**src/rtl/lenet_feeder_if.sv**
```systemverilog
// Bus bundle between the LeNet frame feeder, its buffer RAM read port and the
// downstream byte stream.
interface lenet_feeder_if;
  logic       rd_en;
  logic [9:0] rd_addr;
  logic [7:0] rd_data;
  logic       m_valid;
  logic       m_ready;
  logic [7:0] m_data;
  logic       m_last;

  modport master (
    output rd_en, rd_addr, m_valid, m_data, m_last,
    input  rd_data, m_ready
  );

  modport slave (
    input  rd_en, rd_addr, m_valid, m_data, m_last,
    output rd_data, m_ready
  );
endinterface

```
**src/rtl/lenet_feeder.sv**
```systemverilog
// Streams a completed LeNet input buffer (BUF_SIDE x BUF_SIDE bytes) out of RAM
// as a valid/ready byte stream through a 2-entry skid FIFO.
module lenet_feeder #(
  parameter int BUF_SIDE = 32,
  parameter int DROP_W   = 8
) (
  input  logic              clk25,
  input  logic              rst_n,
  input  logic              data_ready,
  lenet_feeder_if.master    bus,
  output logic              busy,
  output logic              frame_done,
  output logic [DROP_W-1:0] drop_cnt
);

  localparam int FRAME = BUF_SIDE * BUF_SIDE;
  localparam int AW    = $clog2(FRAME);

  typedef enum logic {IDLE, STREAM} state_e;

  state_e            state_q, state_d;
  logic [AW:0]       fetch_q, fetch_d;
  logic [AW-1:0]     beat_q, beat_d;
  logic              inflight_q, inflight_d;
  logic [1:0]        count_q, count_d;
  logic              wr_ptr_q, wr_ptr_d;
  logic              rd_ptr_q, rd_ptr_d;
  logic [7:0]        slot0_q, slot1_q;
  logic              done_q, done_d;
  logic [DROP_W-1:0] drop_q, drop_d;

  logic valid;
  logic pop;
  logic last_beat;
  logic rd_en;

  // A read is only issued if its byte is guaranteed a FIFO slot when it lands.
  always_comb begin
    valid     = (count_q != 2'd0);
    pop       = valid & bus.m_ready;
    last_beat = (beat_q == AW'(FRAME - 1));
    rd_en     = (state_q == STREAM) &&
                (fetch_q < (AW+1)'(FRAME)) &&
                ((3'(count_q) + 3'(inflight_q)) < (3'd2 + 3'(pop)));
  end

  assign bus.rd_en   = rd_en;
  assign bus.rd_addr = 10'(fetch_q[AW-1:0]);
  assign bus.m_valid = valid;
  assign bus.m_data  = valid ? (rd_ptr_q ? slot1_q : slot0_q) : 8'd0;
  assign bus.m_last  = valid & last_beat;
  assign busy        = (state_q == STREAM);
  assign frame_done  = done_q;
  assign drop_cnt    = drop_q;

  always_comb begin
    state_d    = state_q;
    fetch_d    = fetch_q;
    beat_d     = beat_q;
    inflight_d = rd_en;
    count_d    = count_q;
    wr_ptr_d   = wr_ptr_q;
    rd_ptr_d   = rd_ptr_q;
    done_d     = 1'b0;
    drop_d     = drop_q;
    unique case (state_q)
      IDLE: begin
        if (data_ready) begin
          state_d  = STREAM;
          fetch_d  = '0;
          beat_d   = '0;
          count_d  = '0;
          wr_ptr_d = 1'b0;
          rd_ptr_d = 1'b0;
        end
      end
      STREAM: begin
        if (data_ready && (drop_q != '1)) drop_d = drop_q + DROP_W'(1);
        if (rd_en) fetch_d = fetch_q + (AW+1)'(1);
        if (inflight_q) wr_ptr_d = ~wr_ptr_q;
        if (pop) begin
          rd_ptr_d = ~rd_ptr_q;
          beat_d   = beat_q + AW'(1);
        end
        count_d = count_q + 2'(inflight_q) - 2'(pop);
        if (pop && last_beat) begin
          state_d = IDLE;
          done_d  = 1'b1;
        end
      end
      default: state_d = IDLE;
    endcase
  end

  always_ff @(posedge clk25 or negedge rst_n) begin
    if (!rst_n) begin
      state_q    <= IDLE;
      fetch_q    <= '0;
      beat_q     <= '0;
      inflight_q <= 1'b0;
      count_q    <= '0;
      wr_ptr_q   <= 1'b0;
      rd_ptr_q   <= 1'b0;
      slot0_q    <= '0;
      slot1_q    <= '0;
      done_q     <= 1'b0;
      drop_q     <= '0;
    end else begin
      state_q    <= state_d;
      fetch_q    <= fetch_d;
      beat_q     <= beat_d;
      inflight_q <= inflight_d;
      count_q    <= count_d;
      wr_ptr_q   <= wr_ptr_d;
      rd_ptr_q   <= rd_ptr_d;
      done_q     <= done_d;
      drop_q     <= drop_d;
      if ((state_q == STREAM) && inflight_q) begin
        if (wr_ptr_q) slot1_q <= bus.rd_data;
        else          slot0_q <= bus.rd_data;
      end
    end
  end

endmodule

```
**src/flat_wrapper.sv**
```systemverilog
// flat-port wrapper written by rule: the top's interface ports become plain ports
module lenet_feeder_flat 
#(
  parameter int BUF_SIDE = 32,
  parameter int DROP_W   = 8
)
  (clk25, rst_n, data_ready, busy, frame_done, drop_cnt, bus_rd_en, bus_rd_addr, bus_m_valid, bus_m_data, bus_m_last, bus_rd_data, bus_m_ready);
  lenet_feeder_if bus_i ();
  input  logic clk25;
  input  logic rst_n;
  input  logic data_ready;
  output logic busy;
  output logic frame_done;
  output logic [DROP_W-1:0] drop_cnt;
  output wire logic [$bits(bus_i.rd_en)-1:0] bus_rd_en;
  output wire logic [$bits(bus_i.rd_addr)-1:0] bus_rd_addr;
  output wire logic [$bits(bus_i.m_valid)-1:0] bus_m_valid;
  output wire logic [$bits(bus_i.m_data)-1:0] bus_m_data;
  output wire logic [$bits(bus_i.m_last)-1:0] bus_m_last;
  input wire logic [$bits(bus_i.rd_data)-1:0] bus_rd_data;
  input wire logic [$bits(bus_i.m_ready)-1:0] bus_m_ready;
  assign bus_rd_en = bus_i.rd_en;
  assign bus_rd_addr = bus_i.rd_addr;
  assign bus_m_valid = bus_i.m_valid;
  assign bus_m_data = bus_i.m_data;
  assign bus_m_last = bus_i.m_last;
  assign bus_i.rd_data = bus_rd_data;
  assign bus_i.m_ready = bus_m_ready;
  lenet_feeder #(.BUF_SIDE(BUF_SIDE), .DROP_W(DROP_W)) u_core (.clk25(clk25), .rst_n(rst_n), .data_ready(data_ready), .bus(bus_i), .busy(busy), .frame_done(frame_done), .drop_cnt(drop_cnt));
endmodule
```
**config.mk**
```make
export PLATFORM = sky130hd
export DESIGN_NAME = lenet_feeder_flat
export DESIGN_NICKNAME = d
export VERILOG_FILES = /design/src/rtl/lenet_feeder_if.sv /design/src/rtl/lenet_feeder.sv /design/src/flat_wrapper.sv
export SDC_FILE = /design/constraint.sdc
export NUM_CORES = 1
export LEC_CHECK = 0
export BUFFER_PORTS_ARGS = -buffer_cell sky130_fd_sc_hd__buf_2
export CAP_MARGIN = 20
export CORE_UTILIZATION = 50
export CTS_CLUSTER_SIZE = 24
export DETAILED_ROUTE_END_ITERATION = 10
export PLACE_DENSITY = 0.75
export SLEW_MARGIN = 20
export SYNTH_ARGS = -nofsm -noshare
export SYNTH_HDL_FRONTEND = slang
export SYNTH_SLANG_ARGS = --single-unit
```
**constraint.sdc**
```tcl
create_clock -name clk25 -period 1.8 [get_ports clk25]
set_clock_uncertainty 0.15 [all_clocks]
set_input_delay 0.27 -clock clk25 [delete_from_list [all_inputs] [get_ports clk25]]
set_output_delay 0.27 -clock clk25 [all_outputs]
set_load 0.02 [all_outputs]
```
==> After elaboration in Yosys (flattened, before gate mapping) <==
Cells that the tools add are included.
{ "totals": {"romBits": 0, "word_cells": 63, "mem_count": 0, "in_bits": 12, "output_inout_bits": 31, "regBits": 52, "ram_bits": 0, "latchBits": 0} }
{ "op_classes": {"n_reduce_logical": 12, "multipliers": 0, "mux": 20, "shift": 0, "magnitude_cmp": 2, "n_addsub": 7, "bitwise": 5, "n_eq_ne": 6, "div_mod_pow": 0} }
{ "ops": {"columns": ["operator", "count"], "rows": [
  ["$mux W11", 2],
  ["$pmux W11 S2", 1],
  ["$mux W10", 2],
  ["$pmux W10 S2", 1],
  ["$mux W8", 2],
  ["$reduce_and A2 Y1", 6],
  ["$add A11 B1 Y11 const B", 1],
  ["$lt A11 B11 Y1 const B", 1],
  ["$add A10 B1 Y10 const B", 1],
  ["$eq A10 B10 Y1 const B", 1],
  ["$add A8 B1 Y8 const B", 1],
  ["$ne A2 B2 Y1 const B", 4],
  ["$ne A8 B8 Y1 const B", 1],
  ["$mux W1", 7],
  ["$pmux W1 S2", 3],
  ["$logic_and A1 B1 Y1", 5],
  ["$pmux W2 S2", 1],
  ["$add A2 B1 Y3", 1],
  ["$add A2 B1 Y3 const A", 1],
  ["$lt A3 B3 Y1", 1],
  ["$not A1 Y1", 3],
  ["$add A2 B1 Y2", 1],
  ["$and A1 B1 Y1", 2],
  ["$mux W2", 1],
  ["other kinds (2)", 2]
]} }

==> Logic depth before layout (Yosys ltp) <==
Gate-level depths: netlist (run 1).
{ "depth": {"word_depth": 7, "mapped_depth": 7, "mapped_depth_nobuf": 7} }

==> Worst setup path before layout (run 1) <==
OpenSTA, ideal clock, no wires.
{ "synth_timing": {"path_kind": "reg-to-reg", "from": "reg u_core.drop_q[0], in the netlist u_core.drop_cnt[0]", "to": "reg u_core.drop_q[7], in the netlist u_core.drop_cnt[7]", "path_buffers": 0, "setup_slack_ps": -119, "synth_period_minus_slack_ps": 1919, "setup_ps": 132, "required_time_ps": 1518, "stages_incl_launch_ff": 7, "t_arrival_ps": 1637, "cell_sequence": "dfrtp_1 ha_1 and3_1 a31oi_4 and4_1 nand3_1 xnor2_1"} }
{ "synth_via": {"elab_chain_cells": 3, "word_cells_on_any_way": 4, "cone_classes": "add/sub: 1; eq/ne: 1; reduce/logical: 2"} }
{ "synth_lines": {"columns": ["item", "line", "text"], "rows": [
  ["start, declared", "lenet_feeder.sv:30", "logic [DROP_W-1:0] drop_q, drop_d;"],
  ["start signal, assigned", "lenet_feeder.sv:117", "drop_q <= drop_d;"],
  ["parallel branches: the longest is 3 deep, another holds $add A8 B1 Y8", null, null]
]} }
Several ways; the timed one is not identified.
A chain may end at the register's enable or synchronous reset.

==> Worst setup path after layout (run 1) <==
{ "layout_timing": {"from": "reg u_core.count_q[0]", "to": "out bus_rd_en"} }
{ "layout_via": {"elab_chain_cells": 5, "word_cells_on_any_way": 6, "cone_classes": "add/sub: 2; order compare: 1; bitwise: 1; reduce/logical: 2"} }
{ "layout_lines": {"columns": ["item", "line", "text"], "rows": [
  ["start, declared", "lenet_feeder.sv:25", "logic [1:0] count_q, count_d;"],
  ["start signal, assigned", "lenet_feeder.sv:113", "count_q <= count_d;"],
  ["$reduce_bool A2 Y1", "lenet_feeder.sv:39", "valid = (count_q != 2'd0);"],
  ["$and A1 B1 Y1", "lenet_feeder.sv:40", "pop = valid & bus.m_ready;"],
  ["$add A2 B1 Y3", "lenet_feeder.sv:44", "((3'(count_q) + 3'(inflight_q)) < (3'd2 + 3'(pop)));"],
  ["$lt A3 B3 Y1 *", "lenet_feeder.sv:44", null],
  ["$logic_and A1 B1 Y1 *", "lenet_feeder.sv:43", "(fetch_q < (AW+1)'(FRAME)) &&"],
  ["end, declared", "flat_wrapper.sv:15", "output wire logic [$bits(bus_i.rd_en)-1:0] bus_rd_en;"]
]} }
Every way passes the cells marked *; elsewhere a longest branch is shown, timed or not.

==> results.md, run 1 <==
* Fin crit period at 1940 ps
* RePlAce Congestion at ~0.77
* Post-synth cell types at 31
* #FFs+latches synth at 52
* Reg clk slew, reported paths at 100 ps
* Post-route ant nets at 0
* Die width at 73.6 um
* Crit path to: bus_rd_en
* WHS Path Cells at 2
* Count leader, synth: dfrtp_1
* Number of synthesized flops with an enable pin at 0
* Tcrit/Tclk final at 1.08
* Top_reg_cell synth: dfrtp_1
* First-pass GRT wire length at between 8000 and 9000 um
* Num CTS Buffers at 5
* GR Overflow Total at 0
* Clock Path Buffers at 2
* Critical path data arrival time at approximately 1500 ps
* Largest net degree at the start of global routing at 38
* Outcome: finished with violations
* Drt pass-1 iters at 4
* Synth top area share at 0.508
* Pwr Total at 6.78 mW
* YS warnings at 0
* Final-report max-slew violation count at 0
* Syn Std Cell Area at approximately 2600 sq um
* Max Cap Viol at 0
* Vias at 1,990
* Post-DP HPWL at about 3400 um
* CP endpoint kind: output pin
* Worst Path Required at 1380 ps
* Initial Utilization at 0.532
* Fin. Hold Viols at 0
* H-tree depth at 2
* Worst setup startpoint: u_core.count_q[0]
* N_diodes at 0
* Largest fanout on the critical path at 2
* Initial antenna violation count at 0
* GRT Util Overall at 0.213
* CP Launch Type: register
* WHS at 50.7 ps
* Reg2Reg Depth at 7
* Synth Area per Inst at between 10 and 15 sq um
* Asr flop ratio synth at 1.00
* Root Buffer Master: clkbuf_8
* Residual DRC at 0
* Die height at 73.6 um
* Setup violations, final at 5
* RSZ-0062 raised after global routing: true
* Rel. slew slack at 0.731
* Worst VDD drop at 1.08 mV
* DRT Wirelength at 5550 um
* Synth top area cells: dfrtp_1, mux2_2, mux2i_1, nand2_1, buf_4
* Reg-to-Reg Start: u_core.count_q[1]
* Syn Inst Count at 234
* PD cells at 2000 nW/um^2
* DR WL/cell at between 15 and 20 um
* Die area at 5420 sq um
* Failing checks: setup timing
* Setup Crit Path Kind: reg2out
* DRT iter0 DRCs at between 100 and 150
* Row count at 25
* Synth cell count leaders: dfrtp_1, nand2_1, nor2_1, mux2_2, mux2i_1
* Ports at between 40 and 50
* # nets final at 319
* Share of layout cells above drive strength 1 at 0.447
* Syn-to-layout area delta at 32.1%
* Port buffer count at 42
* Worst flop-to-flop path endpoint: u_core.count_q[1]
* Pleak at 1.58 nW
* Worst-Skew Late Latency at 300 ps
* Vias in the first global route at between 1.5k and 2k
* Cell taking the most area after synthesis: dfrtp_1
* Setup slack, reg-to-reg at -40 ps
* F_max at ~520 MHz
* Via-per-instance ratio at 5.39
* Num Clock Sinks at 52
* CTS tree: built
* Core footprint at 4820 sq um
* Mapped Nets at 252
* Setup WS post-layout at -140 ps
* Sequential share of the synthesized area at 0.508
* HP Class: in2reg
* Worst slew pin tran at between 400 and 500 ps
## power by group
part           leakage (nW)  internal, mW  switching (mW)
Clock                0.0784         0.695           0.398
Sequential            0.628          1.64           0.398
Combinational         0.878          1.84            1.81
Total                  1.58          4.17            2.61
## how the worst min path moves through the flow
stage / start / endpoint / slack (ps)
2_1_floorplan: rst_n / u_core.beat_q[0] / -180
3_3_place_gp: rst_n / u_core.fetch_q[8] / 70
3_5_place_dp: rst_n / u_core.fetch_q[8] / 70
4_1_cts: bus_rd_data[5] / u_core.slot1_q[5] / 50
5_1_grt: bus_rd_data[6] / u_core.slot0_q[6] / 30
6_report: bus_rd_data[4] / u_core.slot0_q[4] / 50
## critical path: stages (launching register included)
cell and delay [ps]:
dfrtp_1 400, ha_2 200, ha_4 270, o21ai_2 70, and2_4 150, buf_6 130
## metrics by stage
stage / instance area (sq um) / setup WS, ps / TNS (ps) / util / cells
final: 3380 / -140 / -298 / 0.703 / 369
after global routing: 3380 / -196 / -951 / 0.703 / 369
after CTS: 3190 / -151 / -233 / 0.661 / 361
after detailed placement: 2910 / -26.0 / -51.0 / 0.604 / 345
after global placement: 2910 / 21.9 / 0 / 0.604 / 345
after floorplan: 2570 / -26.6 / -50.5 / - / 234
## layout make-up
cell class / instances / area (sq um)
Clock buffer: 5 / 68.8
Sequential cell: 52 / 1310
Inverter: 3 / 11.3
Timing Repair Buffer: 76 / 537
Multi-Input combinational cell: 163 / 1290
Fill cell: 362 / 1430
Tap cell: 67 / 83.8
Clock inverter: 3 / 90.1
## logic make-up after synthesis
kind of cell,Yosys count,share of synthesized area
AO/OA/AOI/OAI,24,0.0669
flip-flops,52,0.508
multiplexers,31,0.130
AND/OR/NAND/NOR,87,0.169
adder cells (fa/ha/maj),6,0.0293
XOR/XNOR,15,0.0513
buffers and inverters,19,0.0454
## metal layers
metal / global-route usage / vias to the layer above / part of all wire
met5: 0 / - / 0
met4: 0.0620 / 0 / 0.0052
met3: 0.0521 / 2 / 0.036
met2: 0.350 / 38 / 0.52
met1: 0.279 / 1011 / 0.44
li1: - / 939 / -
## registers in the layout, indices dropped and copies added, names as in the netlist, 2 cells and up
signal           cells
u_core.slot0_q       8
u_core.beat_q       10
u_core.slot1_q       8
u_core.count_q       2
u_core.fetch_q      11
u_core.drop_cnt      8
## cells in the final DEF, fill, tap and decap left out, types with 3 or more instances in the layout
cell / instances
and3_1: 6
nand4_1: 6
bufinv_16: 3
o21ai_0: 8
nand2_1: 28
buf_4: 32
xnor2_1: 6
mux2_2: 18
nor2_2: 5
buf_6: 9
o211ai_1: 5
a22o_1: 3
nor2_4: 3
dfrtp_2: 4
nor2_1: 15
buf_2: 33
nand3_1: 8
xor2_1: 7
clkbuf_8: 5
dfrtp_1: 48
inv_1: 3
mux2i_1: 11
ha_2: 4
## what timing repair did
item,CTS,global route
setup endpoints to repair,14,32
hold buffers,1,0
endpoints found under the hold margin,15,0
gates resized for setup,16,38
setup buffers,7,8
cloned,1,0
pin swaps,4,12
Power figures use the tool's default switching activity.
==> run 2: changes to the inputs <==
BUFFER_PORTS_ARGS = -buffer_cell sky130_fd_sc_hd__buf_4   (was -buffer_cell sky130_fd_sc_hd__buf_2)
CORE_UTILIZATION = 35   (was 50)
CTS_BUF_LIST = sky130_fd_sc_hd__clkbuf_2   (was default)
PLACE_DENSITY = default   (was 0.75)
==> run 2 against run 1 <==
  * The run still ends with setup timing left
  * Combinational power rose by 16%
  * Register-to-register slack lost 150 ps
  * Fmax shrank 7.6%
  * Largest cell class is now multi-input combinational cells
==> results.md, run 2 (synthesized netlist as in run 1, its figures left out) <==
* CTS tree: built
* DRT iter0 DRCs at 88
* F_max at 477 MHz
* WHS Path Cells at 4
* Share of layout cells above drive strength 1 at 0.452
* DR WL/cell at between 10 and 15 um
* Setup violations, final at 16
* Die width at slightly below 90 um
* Setup TNS at -2450 ps
* Leading cell types in the layout, fill and taps excluded: buf_4, dfrtp_1, nand2_1
* Worst Path Required at 1380 ps
* Commonest non-fill, non-tap cell in the layout: buf_4
* Setup slack, reg-to-reg at -190 ps
* Final-report max-slew violation count at 0
* RePlAce Congestion at 0.796
* Worst Hold End: u_core.rd_ptr_q
* Met3 usage at 0.0377
* Critical path data arrival time at 1680 ps
* Largest Register: u_core.fetch_q
* Regs by FF count: u_core.fetch_q: 11 flops, u_core.beat_q: 10 flops
* Pleak at 1.63 nW
* First-pass GRT wire length at 9680 um
* Clock Path Buffers at 2
* Setup Crit Path Kind: reg2out
* H-tree depth at 2
* Via-per-instance ratio at approximately 4.8
* Reg clk slew, reported paths at 250 ps
* Syn-to-layout area delta at 40.5%
* Largest fanout on the critical path at 2
* Crit-path max cell delay at between 400 and 500 ps
* N_diodes at 0
* RSZ-0062 raised after global routing: true
* Post-route ant nets at 0
* Rel. slew slack at 0.562
* Residual DRC at 0
* Met1 Track Usage GR at 0.213
* DRT Wirelength at 5720 um
* Initial Utilization at 0.369
* Num CTS Buffers at 5
* PD cells at 1860 nW/um^2
* Critical path, cell by cell: ha_2, ha_4, o21ai_4, and2_4, buf_6
* Met2 GRT Util at 0.280
* Worst-Skew Late Latency at roughly 400 ps
* CP delay by family, top: adder cells
* Worst flop-to-flop path endpoint: u_core.fetch_q[7]
* Worst VDD drop at 0.695 mV
* Ports at between 40 and 50
* Fin crit period at 2100 ps
* Tcrit/Tclk final at 1.17
* Reg-to-Reg Start: u_core.count_q[0]
* GRT Util Overall at 0.166
* Reg2Reg Depth at 8
* Max Cap Viol at 0
* Num Clock Sinks at 52
* GRT busiest layer: met2
* Critical path's slowest cell: dfrtp_1
* Row count at 30
* CP Launch Type: register
* Outcome: finished with violations
* Dpl ws at -54.0 ps
* Vias at between 1.5k and 2k
* Drt pass-1 iters at 6
* Port buffer count at 42
* # nets final at 329
* Failing checks: setup timing
* Die area at approximately 7700 sq um
* CP endpoint kind: output pin
* Die height at 87.6 um
* Initial antenna violation count at 0
* Largest net degree at the start of global routing at 53
* GR Overflow Total at 0
* Vias in the first global route at 2,012
* Post-DP HPWL at 3580 um
* Worst slew pin tran at 657 ps
* Max reg flops at 11
* HP Class: in2reg
* Hold_sp: bus_m_ready
* Root Buffer Master: clkbuf_2
* Core footprint at roughly 6900 sq um
* Critical path buffers and inverters at 1
* Setup WS post-layout at -299 ps
* Fin. Hold Viols at 0
-- run 2: layout make-up --
| class | count | area [sq um] |
|---|---|---|
| Multi-Input combinational cell | 163 | 1370 |
| Fill cell | 644 | 3340 |
| Sequential cell | 52 | 1310 |
| Clock inverter | 1 | 3.75 |
| Clock buffer | 7 | 35.0 |
| Tap cell | 96 | 120 |
| Timing Repair Buffer | 86 | 759 |
| Inverter | 3 | 11.3 |
-- run 2: timing repair --
| action | 4_1_cts | 5_1_grt |
|---|---|---|
| pin swaps | 16 | 11 |
| hold buffers | 10 | 0 |
| gates cloned | 1 | 0 |
| endpoints found under the setup margin | 17 | 31 |
| setup buffers | 13 | 5 |
| hold endpoints to repair | 70 | 0 |
| gates resized for setup | 55 | 17 |
-- run 2: worst max-delay path by stage --
stage,cells after the start,to,slack [ps],startpoint
after floorplan,6,u_core.drop_cnt[7],-30,u_core.drop_cnt[1]
after global placement,5,bus_rd_en,-40,u_core.count_q[0]
after detailed placement,5,bus_rd_en,-50,u_core.count_q[0]
after CTS,5,bus_rd_en,-370,u_core.count_q[0]
after global routing,5,bus_rd_en,-410,u_core.count_q[0]
final,5,bus_rd_en,-300,u_core.count_q[0]
-- run 2: report_power, final --
group | leakage [nW] | internal, mW | total [mW] | switching [mW]
Clock | 0.0306 | 0.104 | 0.456 | 0.352
Combinational | 0.976 | 2.25 | 4.23 | 1.98
Sequential | 0.627 | 1.64 | 2.02 | 0.388
Total | 1.63 | 3.99 | 6.71 | 2.72
-- run 2: worst register-to-register path, stage by stage (launching register included) --
cell and delay (ps):
dfrtp_1 440, ha_2 210, ha_4 170, buf_4 140
nor2_4 90, nand3_2 100, nor4b_4 350, nand3_1 140
mux2i_1 130
-- run 2: routing by layer --
| layer | part of all wire | vias to the layer above |
|---|---|---|
| met2 | 0.50 | 39 |
| li1 | - | 960 |
| met4 | 0.0052 | 0 |
| met1 | 0.46 | 962 |
| met5 | 0 | - |
| met3 | 0.027 | 4 |
-- run 2: per-stage QoR --
stage	instances	power (mW)	instance area [sq um]	hold WS, ps	util
2_1_floorplan	234	4.05	2570	-176	-
3_3_place_gp	377	5.07	3060	207	0.441
3_5_place_dp	377	5.14	3060	204	0.441
4_1_cts	407	6.53	3520	161	0.506
5_1_grt	408	7.20	3600	182	0.519
6_report	408	6.71	3600	203	0.519
==> run 3: changes to the inputs <==
CTS_CLUSTER_SIZE = 16   (was 24)
clock period = 1.7 ns   (was 1.8 ns; I/O delays follow)
==> run 3 against run 2 <==
  * The run still ends with setup timing left
  * Highest routed layer unchanged
  * Register-to-register slack got worse by 50 ps
  * Die area unchanged
  * Critical path depth did not move
  * Critical endpoint unchanged
  * Flip-flop and latch count is the same
  * Largest cell class unchanged
  * Cell count rose by 2.7%
==> results.md, run 3 (synthesized netlist as in run 1, its figures left out) <==
* DR WL/cell at between 10 and 15 um
* Setup TNS at -4180 ps
* Vias at just over 2k
* Fin crit period at 2110 ps
* Worst slew pin tran at 326 ps
* DRT iter0 DRCs at between 50 and 60
* Critical path's slowest cell: dfrtp_1
* Outcome: finished with violations
* Tcrit/Tclk final at 1.24
* Setup WS post-layout at -415 ps
* Largest net degree at the start of global routing at 38
* Port buffer count at 42
* Worst-Skew Late Latency at 450 ps
* Reg clk slew, reported paths at 270 ps
* Worst VDD drop at 0.932 mV
* Syn-to-layout area delta at 47.8%
* Root Buffer Master: clkbuf_2
* HP Class: in2async
* Largest fanout on the critical path at 2
* Largest Register: u_core.fetch_q
* RSZ-0062 raised after global routing: true
* Core footprint at 6940 sq um
* Final core occ at 0.545
* Commonest non-fill, non-tap cell in the layout: buf_4
* Row count at 30
* Final-report max-slew violation count at 0
* DRT Wirelength at 5990 um
* CP endpoint kind: output pin
* Max Cap Viol at 0
* WHS at roughly 15 ps
* Placed insts at around 380
* Rel. slew slack at 0.782
* Post-route ant nets at 0
* PD cells at 1990 nW/um^2
* Setup violations, final at 24
* Fin. Hold Viols at 0
* N_diodes at 0
* Die width at 87.6 um
* GR Overflow Total at 0
* GRT Util Overall at 0.155
* Initial Utilization at 0.369
* Critical path, cell by cell: ha_2, ha_4, o21ai_4, and2_4, buf_6
* Setup Crit Path Kind: reg2out
* Critical path data arrival time at approximately 1700 ps
* Fillers at 594
* Clock Path Buffers at 2
* First-pass GRT wire length at 9180 um
* Num Clock Sinks at 52
* Die area at 7670 sq um
* Ports at 43
* Post-DP HPWL at 3690 um
* Crit-path max cell delay at roughly 470 ps
* Vias in the first global route at roughly 2k
* Die height at between 80 and 90 um
* Share of layout cells above drive strength 1 at 0.461
* Initial antenna violation count at 0
* CTS tree: built
* Fin cells at approximately 420
* Failing checks: setup timing
* Leading cell types in the layout, fill and taps excluded: buf_4, dfrtp_1, nand2_1
* Pwr Total at around 7.5 mW
* Drt pass-1 iters at 4
* Via-per-instance ratio at 4.89
* Max reg flops at 11
* Regs by FF count: u_core.fetch_q: 11 flops, u_core.beat_q: 10 flops
* CP Launch Type: register
* # nets final at 340
* Pleak at 1.75 nW
* RePlAce Congestion at between 0.7 and 0.8
* Worst Path Required at 1290 ps
* F_max at between 400 and 500 MHz
* Critical path buffers and inverters at 1
* Residual DRC at 0
* Num CTS Buffers at 5
* H-tree depth at 2
* CP delay by family, top: flip-flops
[run 3: where the power goes]
part / total (mW) / switching, mW / internal (mW)
clock: 0.953 / 0.412 / 0.541
sequential: 2.13 / 0.397 / 1.73
combinational: 4.47 / 2.05 / 2.42
total: 7.55 / 2.86 / 4.69
[run 3: metal layers]
metal  wire length [um]  global-route usage  vias up
met3                228              0.0377        4
met5                  0                   0        -
met4                 46              0.0447        0
li1                   -                   -      986
met1               2690               0.205     1014
met2               3020               0.254       45
[run 3: layout make-up]
type	count	area, sq um	share of cell area
clock buffers	5	25.0	0.00661
clock inverters	3	90.1	0.0238
inverters	3	11.3	0.00297
multi-input cells	163	1370	0.360
flip-flops and latches	52	1310	0.345
well taps	96	120	0.0317
repair buffers	97	871	0.230
[run 3: final timing paths]
check	slack [ps]	to	depth (start not counted)	from
setup / recovery	-410	bus_rd_en	5	u_core.count_q[0]
max in group asynchronous	920	u_core.slot0_q[2]	3	rst_n
hold / removal	20	u_core.fetch_q[6]	2	rst_n
min in group clk25	150	u_core.beat_q[0]	4	bus_m_ready
hold reg to reg	360	u_core.beat_q[8]	1	u_core.beat_q[8]
setup reg to reg	-240	u_core.fetch_q[7]	8	u_core.count_q[0]
[run 3: what timing repair did]
item                       in CTS  in global routing
hold buffers                   10                  0
setup buffers                  13                  8
gates cloned                    1                  0
setup endpoints to repair      30                 38
pin swaps                      18                  9
gates resized for setup        28                 32
hold endpoints to repair       70                  0
[run 3: through the flow]
| step | worst slack [ps] | cell area (sq um) |
|---|---|---|
| after detailed placement | -136 | 3170 |
| after global placement | -114 | 3170 |
| after floorplan | -127 | 2600 |
| after CTS | -417 | 3600 |
| after global routing | -503 | 3790 |
| final | -415 | 3790 |
